--- config.mk ---
export PLATFORM = sky130hd
export DESIGN_NAME = imem_loader
export DESIGN_NICKNAME = d
export VERILOG_FILES = /design/src/rtl/imem_loader_pkg.sv /design/src/rtl/imem_loader_byte_packer.sv /design/src/rtl/imem_loader.sv
export SDC_FILE = /design/constraint.sdc
export NUM_CORES = 1
export LEC_CHECK = 0
export BUFFER_PORTS_ARGS = -buffer_cell sky130_fd_sc_hd__buf_2
export CAP_MARGIN = 20
export CORE_UTILIZATION = 39
export CTS_BUF_LIST = sky130_fd_sc_hd__clkbuf_8
export DETAILED_ROUTE_END_ITERATION = 7
export HOLD_SLACK_MARGIN = 0.05
export PLACE_DENSITY = 0.66
export SLEW_MARGIN = 10
export SYNTH_ARGS = -nofsm -noshare
export SYNTH_HDL_FRONTEND = slang
export SYNTH_SLANG_ARGS = --single-unit
--- constraint.sdc ---
create_clock -name clk -period 2.25 [get_ports clk]
set_clock_uncertainty 0.05 [all_clocks]
set_input_delay 0.225 -clock clk [delete_from_list [all_inputs] [get_ports clk]]
set_output_delay 0.225 -clock clk [all_outputs]
set_load 0.005 [all_outputs]
--- src/rtl/imem_loader_pkg.sv ---
// Shared parameters, state encoding and write-port payload for the instruction-memory loader.
package imem_loader_pkg;

  localparam int unsigned ADDR_W     = 6;
  localparam int unsigned DEPTH      = 1 << ADDR_W;
  localparam int unsigned DATA_W     = 32;
  localparam int unsigned BYTE_W     = 8;
  localparam int unsigned LANES      = DATA_W / BYTE_W;
  localparam int unsigned LANE_IDX_W = 2;
  // One extra bit so a full-depth count can be compared against the word index.
  localparam int unsigned IDX_W      = ADDR_W + 1;

  typedef enum logic [1:0] {
    LD_IDLE  = 2'd0,
    LD_RECV  = 2'd1,
    LD_WRITE = 2'd2,
    LD_DONE  = 2'd3
  } ld_state_e;

  typedef struct packed {
    logic [ADDR_W-1:0] addr;
    logic [DATA_W-1:0] wdata;
  } imem_wr_t;

  // A load request is legal for 1..DEPTH words.
  function automatic logic count_legal(input logic [IDX_W-1:0] n);
    return (n != '0) && (n <= IDX_W'(DEPTH));
  endfunction

endpackage

--- src/rtl/imem_loader_byte_packer.sv ---
// Packs accepted bytes little-endian into a 32-bit word; lane counter wraps after each word.
module imem_loader_byte_packer
  import imem_loader_pkg::*;
(
  input  logic              clk,
  input  logic              rst_n,
  input  logic              clr,
  input  logic              accept,
  input  logic [BYTE_W-1:0] byte_data,
  output logic              word_full_c,
  output logic [DATA_W-1:0] word_nxt_c
);

  logic [LANE_IDX_W-1:0] cnt_q, cnt_d;
  logic [DATA_W-1:0]     lane_q, lane_d;

  // Current lanes with the incoming byte dropped into the next free lane.
  always_comb begin
    word_nxt_c = lane_q;
    for (int unsigned k = 0; k < LANES; k++) begin
      if (cnt_q == LANE_IDX_W'(k)) begin
        word_nxt_c[k*BYTE_W +: BYTE_W] = byte_data;
      end
    end
  end

  // High when the next accepted byte completes the word.
  assign word_full_c = (cnt_q == LANE_IDX_W'(LANES - 1));

  always_comb begin
    cnt_d  = cnt_q;
    lane_d = lane_q;
    if (clr) begin
      cnt_d  = '0;
      lane_d = '0;
    end else if (accept) begin
      cnt_d  = cnt_q + LANE_IDX_W'(1);
      lane_d = word_nxt_c;
    end
  end

  always_ff @(posedge clk or negedge rst_n) begin
    if (!rst_n) begin
      cnt_q  <= '0;
      lane_q <= '0;
    end else begin
      cnt_q  <= cnt_d;
      lane_q <= lane_d;
    end
  end

endmodule

--- src/rtl/imem_loader.sv ---
// Streams program bytes into consecutive instruction-memory words while holding the CPU.
module imem_loader
  import imem_loader_pkg::*;
(
  input  logic              clk,
  input  logic              rst_n,
  input  logic              start,
  input  logic              abort,
  input  logic [IDX_W-1:0]  word_count,
  input  logic              byte_valid,
  input  logic [BYTE_W-1:0] byte_data,
  output logic              byte_ready,
  output logic              mem_we,
  output logic [ADDR_W-1:0] mem_addr,
  output logic [DATA_W-1:0] mem_wdata,
  output logic              cpu_hold,
  output logic              busy,
  output logic              done,
  output logic              err
);

  ld_state_e         state_q, state_d;
  logic [IDX_W-1:0]  count_q, count_d;
  logic [IDX_W-1:0]  idx_q, idx_d;
  imem_wr_t          wr_q, wr_d;
  logic              we_q, we_d;
  logic              done_q, done_d;
  logic              err_q, err_d;
  logic              ready_q, ready_d;
  logic              busy_q, busy_d;

  logic              pk_clr;
  logic              pk_accept;
  logic              pk_full_c;
  logic [DATA_W-1:0] pk_word_c;

  imem_loader_byte_packer u_packer (
    .clk         (clk),
    .rst_n       (rst_n),
    .clr         (pk_clr),
    .accept      (pk_accept),
    .byte_data   (byte_data),
    .word_full_c (pk_full_c),
    .word_nxt_c  (pk_word_c)
  );

  // Next-state, counters and registered-output next values.
  always_comb begin
    state_d   = state_q;
    count_d   = count_q;
    idx_d     = idx_q;
    wr_d      = wr_q;
    we_d      = 1'b0;
    done_d    = 1'b0;
    err_d     = 1'b0;
    pk_clr    = 1'b0;
    pk_accept = 1'b0;

    unique case (state_q)
      LD_IDLE: begin
        if (start) begin
          if (count_legal(word_count)) begin
            count_d = word_count;
            idx_d   = '0;
            pk_clr  = 1'b1;
            state_d = LD_RECV;
          end else begin
            err_d = 1'b1;
          end
        end
      end
      LD_RECV: begin
        if (abort) begin
          state_d = LD_IDLE;
          err_d   = 1'b1;
          pk_clr  = 1'b1;
        end else if (byte_valid && ready_q) begin
          pk_accept = 1'b1;
          if (pk_full_c) begin
            state_d    = LD_WRITE;
            we_d       = 1'b1;
            wr_d.addr  = idx_q[ADDR_W-1:0];
            wr_d.wdata = pk_word_c;
          end
        end
      end
      LD_WRITE: begin
        if (abort) begin
          state_d = LD_IDLE;
          err_d   = 1'b1;
          pk_clr  = 1'b1;
        end else begin
          idx_d = idx_q + IDX_W'(1);
          if (idx_d == count_q) begin
            state_d = LD_DONE;
            done_d  = 1'b1;
          end else begin
            state_d = LD_RECV;
          end
        end
      end
      LD_DONE: begin
        state_d = LD_IDLE;
        err_d   = abort;
      end
      default: state_d = LD_IDLE;
    endcase

    ready_d = (state_d == LD_RECV);
    busy_d  = (state_d != LD_IDLE);
  end

  always_ff @(posedge clk or negedge rst_n) begin
    if (!rst_n) begin
      state_q <= LD_IDLE;
      count_q <= '0;
      idx_q   <= '0;
      wr_q    <= '0;
      we_q    <= 1'b0;
      done_q  <= 1'b0;
      err_q   <= 1'b0;
      ready_q <= 1'b0;
      busy_q  <= 1'b0;
    end else begin
      state_q <= state_d;
      count_q <= count_d;
      idx_q   <= idx_d;
      wr_q    <= wr_d;
      we_q    <= we_d;
      done_q  <= done_d;
      err_q   <= err_d;
      ready_q <= ready_d;
      busy_q  <= busy_d;
    end
  end

  // An abort arriving in the write or done cycle cancels that cycle's strobe.
  assign mem_we     = we_q && !abort;
  assign done       = done_q && !abort;
  assign mem_addr   = wr_q.addr;
  assign mem_wdata  = wr_q.wdata;
  assign byte_ready = ready_q;
  assign busy       = busy_q;
  assign cpu_hold   = busy_q;
  assign err        = err_q;

endmodule

# --- Word level (Yosys, flattened, before mapping) ---
# Cells that the tools add are included.
totals:
  regBits: 93
  input_bits: 20
  output_inout_bits: 44
  word_cells: 79
op_classes:
  n_addsub: 2
  order_cmp: 1
  n_eq_ne: 11
  muxes: 37
  bitwise: 1
  reduce_logical: 15
op_table:
  columns: ["cell", "count"]
  rows:
  - ["32-bit 2-to-1 mux", 2]
  - ["8-bit 2-to-1 mux", 4]
  - ["7-bit 2-to-1 mux", 3]
  - ["2-bit 2-to-1 mux", 9]
  - ["1-bit 2-to-1 mux", 15]
  - ["7-bit case mux with 2 select lines", 1]
  - ["2-bit == test (second input constant)", 4]
  - ["2-bit case mux with 4 select lines", 1]
  - ["4-bit AND reduction", 2]
  - ["7-bit by 1-bit adder with 7-bit output (second input constant)", 1]
  - ["7-bit == test", 1]
  - ["7-bit less-or-equal comparator (second input constant)", 1]
  - ["7-bit nonzero test", 1]
  - ["2-bit by 1-bit == test with 1-bit output (second input constant)", 3]
  - ["2-bit inequality test (second input constant)", 3]
  - ["2-bit nonzero test", 3]
  - ["1-bit logical AND", 4]
  - ["2-bit logical NOT", 2]
  - ["1-bit case mux with 3 select lines", 1]
  - ["3-bit AND reduction", 1]
  - ["2-bit by 1-bit adder with 2-bit output (second input constant)", 1]
  - ["1-bit case mux with 2 select lines", 1]
  - ["2-bit OR reduction", 1]
  - ["1-bit logical NOT", 1]
  - ["1-bit NOT", 1]

# --- Logic depth before layout (Yosys ltp) ---
# Gate-level depths: netlist of the first run.
depth:
  word_depth: 6
  ltp_mapped: 8
  mapped_depth_nobuf: 8

# --- By module ---
# Synthesis of the first run repeated with hierarchy kept, for this count alone.
hier_totals:
  cells_unflattened: 368
  hier_area_um2: 4650.7
modules_own_cells:
  columns: ["mod", "instances", "cells_each", "area_each_um2", "seq_area_each_um2"]
  rows:
  - ["imem_loader", 1, 204, 2676.3, 1476.4]
  - ["imem_loader_byte_packer", 1, 164, 1974.4, 850.8]

# --- Worst setup path after synthesis of the first run ---
# No wires, ideal clock.
synth_path:
  path_type: "register to register"
  from: "register state_q[1]"
  to: "register u_packer.lane_q[21]"
  setup_time_ps: 77
  arrival_ps: 1710
  required_time_ps: 2123
  slack_ps: 413
  stages_incl_launch_ff: 9
  n_path_buf: 2
  synth_period_minus_slack_ps: 1837
  path_cell_list: "dfrtp_1 > inv_1 > ha_1 > nor2b_1 > and3_1 > buf_2 > clkbuf_1 > nand3_1 > a21oi_1"
synth_between:
  elab_chain_cells: 4
  elab_cells_between_ends: 8
  cone_classes: "2 x eq/ne; 3 x mux; 3 x reduce/logical"
synth_rtl:
  columns: ["item", "line", "text"]
  rows:
  - ["from (decl)", "imem_loader.sv:22", "ld_state_e state_q, state_d;"]
  - ["from (signal assigned)", "imem_loader.sv:125", "state_q <= state_d;"]
  - ["2-bit == test or 2-bit by 1-bit == test with 1-bit output (tied branches)", "imem_loader.sv:59", "unique case (state_q)"]
  - ["2-bit OR reduction (no source line)", null, null]
  - ["1-bit case mux with 2 select lines", "imem_loader.sv:59", null]
  - ["32-bit 2-to-1 mux or 2-bit nonzero test (tied branches)", null, null]
  - ["to (signal assigned)", "imem_loader_byte_packer.sv:48", "lane_q <= lane_d;"]
  - ["to (decl)", "imem_loader_byte_packer.sv:15", "logic [DATA_W-1:0] lane_q, lane_d;"]
# Parallel ways exist; a longest one is shown, timed or not.
# A chain may end at the register's enable or synchronous reset.

# --- Worst setup path after layout of the first run ---
layout_path:
  from: "register state_q[1]"
  to: "register ready_q, in the netlist byte_ready"
layout_between:
  elab_chain_cells: 5
  elab_cells_between_ends: 11
  cone_classes: "4 x eq/ne; 6 x mux; 1 x reduce/logical"
layout_rtl:
  columns: ["item", "line", "text"]
  rows:
  - ["2-bit 2-to-1 mux", "imem_loader.sv:79", "if (pk_full_c) begin"]
  - ["2-bit 2-to-1 mux", "imem_loader.sv:77", "end else if (byte_valid && ready_q) begin"]
  - ["2-bit 2-to-1 mux", "imem_loader.sv:73", "if (abort) begin"]
  - ["2-bit case mux with 4 select lines (*)", "imem_loader.sv:59", null]
  - ["2-bit by 1-bit == test with 1-bit output (*)", "imem_loader.sv:109", "ready_d = (state_d == LD_RECV);"]
  - ["named net ready_d", "imem_loader.sv:29", "logic ready_q, ready_d;"]
  - ["to (signal assigned)", "imem_loader.sv:132", "ready_q <= ready_d;"]
  - ["to (decl)", "imem_loader.sv:29", null]
# The timed path passes the listed nets; every way through them passes the cells marked *.

==> results_dict.tcl, run 1 <==
set metrics [dict create \
    outcome "completed" \
    post_cts_buffers 0 \
    clockRootBuffer "clkbuf_8" \
    viasPerCell 5.09 \
    crit_path_end_kind "register" \
    synth_edf_count 0 \
    overflow 0 \
    yosys_register_bits 85 \
    endpoint "byte_ready" \
    cts_tree "yes" \
    worstPathArrival_ps 2150 \
    placed_cell_area_sq_um 4550 \
    rr_startpoint "state_q[1]" \
    synthesis.nets 445 \
    drc 0 \
    fp.dieH_microns 104 \
    rsz0062_at_grt "false" \
    fin_area_sq_um 4790 \
    synth_warnings 0 \
    cts_buffer_depth 2 \
    ant_nets 0 \
    nFillCells 952 \
    diodes 0 \
    yosysSeqAreaShare_pct 52.6 \
    gp_congestion 0.767 \
    slew_violations 0 \
    layout.nets 512 \
    first_global_vias 3049 \
    cp_max_fo 7 \
    die_w_microns 104 \
    avgSynthCellArea_sq_um 9.74 \
    seq_area_sq_um 2130 \
    grt_pass1_wl_microns 15300 \
    io_pins 64 \
    r2r_setup_slack_ps 280 \
    p_per_area_nw_per_um2 776 \
    path_class "register to register" \
    syn_to_final_growth_pct 18.5 \
    min_path_cells 3 \
    critical_path.startpoint_type "register" \
    insertion_delay_ps 360 \
    peakVddDrop_mv 0.372 \
    io_buffer_count 63 \
    htree_num_levels 3 \
    synthFlopType "dfrtp_1" \
    antenna_found_initial 0 \
    yosysUniqueCellTypes 44 \
    hpwl_microns 6150 \
    fmax_mhz 508 \
    leakagePower_nw 2.35 \
    period_needed_ps 1970 \
    layout-drive-gt1-share_pct 22.6 \
    drv_cap 0 \
    core_area_sq_um 9910 \
    hold_path_class "input pin to register" \
    worst_pin_slew_ps 592 \
    drt-initial-drc-count 182 \
    timing.setup.tns_ps 0 \
    cts_inserted_buffers 9 \
    grt_start_max_net_pins 86 \
    wl_per_cell_microns 14.6 \
    r2r-end "byte_ready" \
    fin_util_pct 48.3 \
    multi_input_area_sq_um 1770 \
    netlist_area_sq_um 4040 \
    synth_async_sr_flop_share_pct 100 \
    grt_use_total_pct 17.7 \
    dieArea_sq_um 10800 \
    start_util_pct 40.8 \
    cts_sinks 85 \
    r2r_cells 8 \
    final-setup-viol-count 0 \
    rows 36 \
    startpoint "state_q[1]" \
    min_period_over_period_pct 87.5 \
    drt_wl_total_microns 9030 \
    hold_violations 0 \
    vias 3157 \
    clk_pin_slew_ps 100 \
    relSlewSlack_pct 60.3 \
    cp.required_ps 2430 \
    first_pass_iters 4 \
    postSynthCellCount 415 \
]
cell usage after synthesis (2+ instances only):
cell type | number | share of area (%)
o21ai_0 | 28 | 3.5
ha_1 | 10 | 3.1
mux2_2 | 7 | 1.9
nand2b_1 | 2 | 0.31
nor2b_1 | 3 | 0.46
nand2_1 | 106 | 9.8
o22ai_1 | 2 | 0.31
o211ai_1 | 6 | 1.1
dfrtp_1 | 85 | 53
buf_2 | 2 | 0.25
xor2_1 | 7 | 1.5
nand3b_1 | 2 | 0.37
buf_4 | 4 | 0.74
a21oi_1 | 24 | 3.0
clkbuf_1 | 19 | 1.8
and3_1 | 3 | 0.46
a21o_1 | 2 | 0.37
a22o_1 | 2 | 0.43
mux2i_1 | 26 | 6.4
nand3_1 | 31 | 3.8
a211oi_1 | 2 | 0.37
inv_1 | 9 | 0.84
xnor2_1 | 4 | 0.87
nor2_1 | 9 | 0.84
power by group:
group / total [mW] / internal (mW) / switching [mW]
clock: 1.08 / 0.441 / 0.644
combinational: 0.870 / 0.374 / 0.496
sequential: 1.76 / 1.66 / 0.103
total: 3.72 / 2.48 / 1.24
sequential cells by signal, summed over array words and instances (netlist names), 2 cells and up:
register / count
idx_q: 7
u_packer.lane_q: 24
count_q: 7
mem_addr: 6
u_packer.cnt_q: 2
state_q: 2
mem_wdata: 32
final cells by class:
cell class | instances | share of cell area [%]
Sequential cell | 85 | 44.4
Multi-Input combinational cell | 296 | 37.0
Timing Repair Buffer | 81 | 10.1
Tap cell | 133 | 3.47
Clock buffer | 9 | 2.59
Clock inverter | 7 | 1.70
Inverter | 9 | 0.705
worst min path at each step:
stage / start / end / slack, ps
2_1_floorplan: rst_n / busy / -120
3_3_place_gp: rst_n / mem_wdata[2] / 250
3_5_place_dp: rst_n / mem_wdata[0] / 250
4_1_cts: word_count[3] / count_q[3] / 70
5_1_grt: word_count[3] / count_q[3] / 70
6_report: start / err / 90
kinds of logic after synthesis:
logic type	synth area share [%]
adders and majority gates	3.09
DFF	52.6
buffers and inverters	3.59
and+or+nand+nor	18.6
xor gates and xnor gates	2.38
AOI/OAI and AO/OA	11.4
muxes	8.39
layout by cell type, fill, tap and decap left out, types with 2 or more instances in the layout:
cell | Yosys | layout
a211oi_1 | 2 | 2
a21o_1 | 2 | 2
a21oi_1 | 24 | 24
a22o_1 | 2 | 2
and3_1 | 3 | 2
buf_12 | 0 | 2
buf_2 | 2 | 62
buf_4 | 4 | 14
clkbuf_8 | 0 | 9
clkinv_4 | 0 | 3
clkinv_8 | 0 | 2
dfrtp_1 | 85 | 85
dlygate4sd3_1 | 0 | 3
ha_1 | 10 | 10
inv_1 | 9 | 9
inv_8 | 0 | 2
mux2_2 | 7 | 7
mux2i_1 | 26 | 26
nand2_1 | 106 | 106
nand2b_1 | 2 | 2
nand3_1 | 31 | 31
nand3b_1 | 2 | 2
nor2_1 | 9 | 9
nor2b_1 | 3 | 3
o211ai_1 | 6 | 6
o21ai_0 | 28 | 28
o22ai_1 | 2 | 2
xnor2_1 | 4 | 4
xor2_1 | 7 | 7
repair_timing:
item	4_1_cts	5_1_grt
resized for setup	0	1
setup endpoints to repair	0	7
hold endpoints to repair	87	0
hold buffers	3	0
per-layer routing:
layer  wire, microns  vias up  GRT usage [%]  share of wire, %
met5               0        -              0                 0
met2            4350       75           28.8                48
met4              67        0           4.59              0.74
met3             386        6           4.34               4.3
li1                -     1544              -                 -
met1            4230     1532           23.5                47
metrics by stage:
stage	power, mW	setup WS (ps)	hold WS [ps]	instances
final	3.72	281	89.3	620
after global routing	3.93	50.4	66.1	620
after CTS	3.76	167	69.3	620
after detailed placement	2.67	170	247	601
after global placement	2.64	272	248	601
after floorplan	2.42	413	-121	415
worst max-delay path: stages, from the launching register on:
cell      delay (ps)
dfrtp_1          430
inv_1            130
ha_1             150
nor2b_1          230
nand4_1          240
inv_1            270
o22ai_1          150
nor2_1           140
a211oi_1          60
(Power assumes the default switching activity.)
==> run 2, diff against run 1 <==
Settings changed: ABC_AREA set to 1, CORE_MARGIN set to 5, PLACE_DENSITY 0.66 to unset.
==> run 2 against run 1 <==
Global-route usage down 2.1 points. Combinational power grew 31%. Fmax up 0.65%. Sequential power increased by 3%. Register-to-register slack improved by 110 ps. Synthesized cell count is 14% higher. Utilization shrank 2.7 points. Critical endpoint is now count_q[6]. Largest power group unchanged. Highest routed layer unchanged.
==> results_dict.tcl, run 2 <==
set metrics [dict create \
    outcome "completed" \
    period_needed_ps 1960 \
    first_pass_iters 4 \
    synth_edf_count 0 \
    start_util_pct 39.4 \
    drt_wl_total_microns 9630 \
    hpwl_microns 6710 \
    relSlewSlack_pct 59.6 \
    grt_start_max_net_pins 52 \
    layout.nets 569 \
    io_pins 64 \
    synth_warnings 0 \
    cp.required_ps 2420 \
    drc 0 \
    layout_commonest_cell "nand2_1" \
    cts_resized 0 \
    clockRootBuffer "clkbuf_8" \
    clk_pin_slew_ps 80 \
    worstPathArrival_ps 2130 \
    timing.setup.tns_ps 0 \
    vias 3336 \
    diodes 0 \
    yosys_register_bits 85 \
    wl_per_cell_microns 14.1 \
    final-setup-viol-count 0 \
    hold_path_class "input pin to register" \
    fp.dieH_microns 114 \
    layout-drive-gt1-share_pct 22.3 \
    drv_cap 0 \
    peakVddDrop_mv 0.305 \
    antenna_found_initial 0 \
    nFillCells 1084 \
    leakagePower_nw 2.48 \
    postSynthCellCount 473 \
    synth_top_cell_area_share_pct 50.3 \
    dieArea_sq_um 13000 \
    netlist_area_sq_um 4230 \
    syn_to_final_growth_pct 16.1 \
    crit_path_end_kind "register" \
    post_cts_buffers 0 \
    io_buffer_count 63 \
    worst_pin_slew_ps 603 \
    rsz0062_at_grt "false" \
    cts_inserted_buffers 9 \
    drt-initial-drc-count 177 \
    grt_use_total_pct 15.6 \
    holdWs_ps 81.6 \
    synth_async_sr_flop_share_pct 100 \
    core_area_sq_um 10700 \
    synth.top_cells.by_count "nand2_1 (118), dfrtp_1 (85), o21ai_0 (70), inv_1 (50), mux2_2 (25)" \
    path_class "input pin to register" \
    hold_violations 0 \
    yosysUniqueCellTypes 29 \
    overflow 0 \
    gp_congestion 0.837 \
    viasPerCell 4.89 \
    yosys.area.top_type "dfrtp_1" \
    synthTopCellsByArea "dfrtp_1 (50%), nand2_1 (10%), o21ai_0 (8.3%), mux2_2 (6.7%), inv_1 (4.4%)" \
    cts_tree "yes" \
    synthesis.nets 503 \
    final_cell_mix "nand2_1 (118), dfrtp_1 (85), o21ai_0 (70)" \
    largest_reg_flops 32 \
    slew_violations 0 \
    fmax_mhz 511 \
    insertion_delay_ps 360 \
    die_w_microns 114 \
    htree_num_levels 3 \
    yosysMostFrequentCell "nand2_1" \
    ant_nets 0 \
    avgSynthCellArea_sq_um 8.94 \
    cts_sinks 85 \
    yosysSeqAreaShare_pct 50.3 \
    p_per_area_nw_per_um2 823 \
    first_global_vias 3223 \
    cp_max_fo 11 \
    cts_buffer_depth 2 \
    min_period_over_period_pct 86.9 \
    rows 38 \
    grt_pass1_wl_microns 16100 \
    critical_path.startpoint_type "input pin" \
    synthFlopType "dfrtp_1" \
]
==> run 2: metrics by stage <==
step | cell area, sq um | util (%) | power (mW) | setup WS (ps) | std cells
after floorplan | 4230 | - | 2.70 | 602 | 473
after detailed placement | 4650 | 43.3 | 2.99 | 382 | 661
after global placement | 4650 | 43.3 | 2.97 | 424 | 661
final | 4910 | 45.7 | 4.04 | 294 | 682
after global routing | 4910 | 45.7 | 4.33 | 152 | 682
after CTS | 4910 | 45.7 | 4.08 | 328 | 682
==> run 2: worst paths after layout <==
check	from	to	cells past startpoint	slack (ps)
max in group asynchronous	rst_n	mem_wdata[4]	3	1160
hold / removal	word_count[6]	count_q[6]	3	80
setup reg to reg	state_q[1]	mem_wdata[5]	6	390
hold reg to reg	mem_wdata[31]	mem_wdata[31]	2	450
setup / recovery	word_count[5]	count_q[6]	8	290
min in group asynchronous	rst_n	mem_wdata[1]	2	350
==> run 2: worst max-delay path, stage by stage <==
cell and delay, ps:
dlygate4sd3_1 550, buf_2 130, nor2_1 130, nand3_2 110
xor2_1 170, nand2_2 140, nor2_1 500, o21ai_0 160
==> run 2: cell families after synthesis <==
kind of cell | Yosys count | synth area share [%]
compound gates | 109 | 14.8
xor+xnor | 5 | 1.04
fa+ha+maj | 10 | 2.96
buf+inv | 75 | 8.11
flops | 85 | 50.3
mux | 25 | 6.66
simple gates | 164 | 16.2
==> run 2: layer usage <==
layer	track usage (%)	wire [microns]
met1	22.2	4530
met2	23.3	4320
met3	3.86	594
met4	5.23	182
met5	0	0
==> run 2: final cells by class <==
type	instances	area (sq um)	area share, %
tap	140	175	3.57
timing repair buffer	79	468	9.53
multi-input combinational	313	1760	35.8
clock inverter	4	50.0	1.02
sequential	85	2130	43.3
inverter	51	191	3.90
clock buffer	10	138	2.80
==> run 2: what timing repair did <==
item | CTS | global route
endpoints found under the hold margin | 46 | 0
hold buffers | 7 | 0
endpoints found under the setup margin | 0 | 0
==> run 2: where the power goes <==
part | internal [mW] | leakage [nW] | switching [mW] | total, mW
Combinational | 0.375 | 1.22 | 0.764 | 1.14
Sequential | 1.70 | 1.16 | 0.117 | 1.82
Clock | 0.532 | 0.0960 | 0.550 | 1.08
Total | 2.61 | 2.48 | 1.43 | 4.04
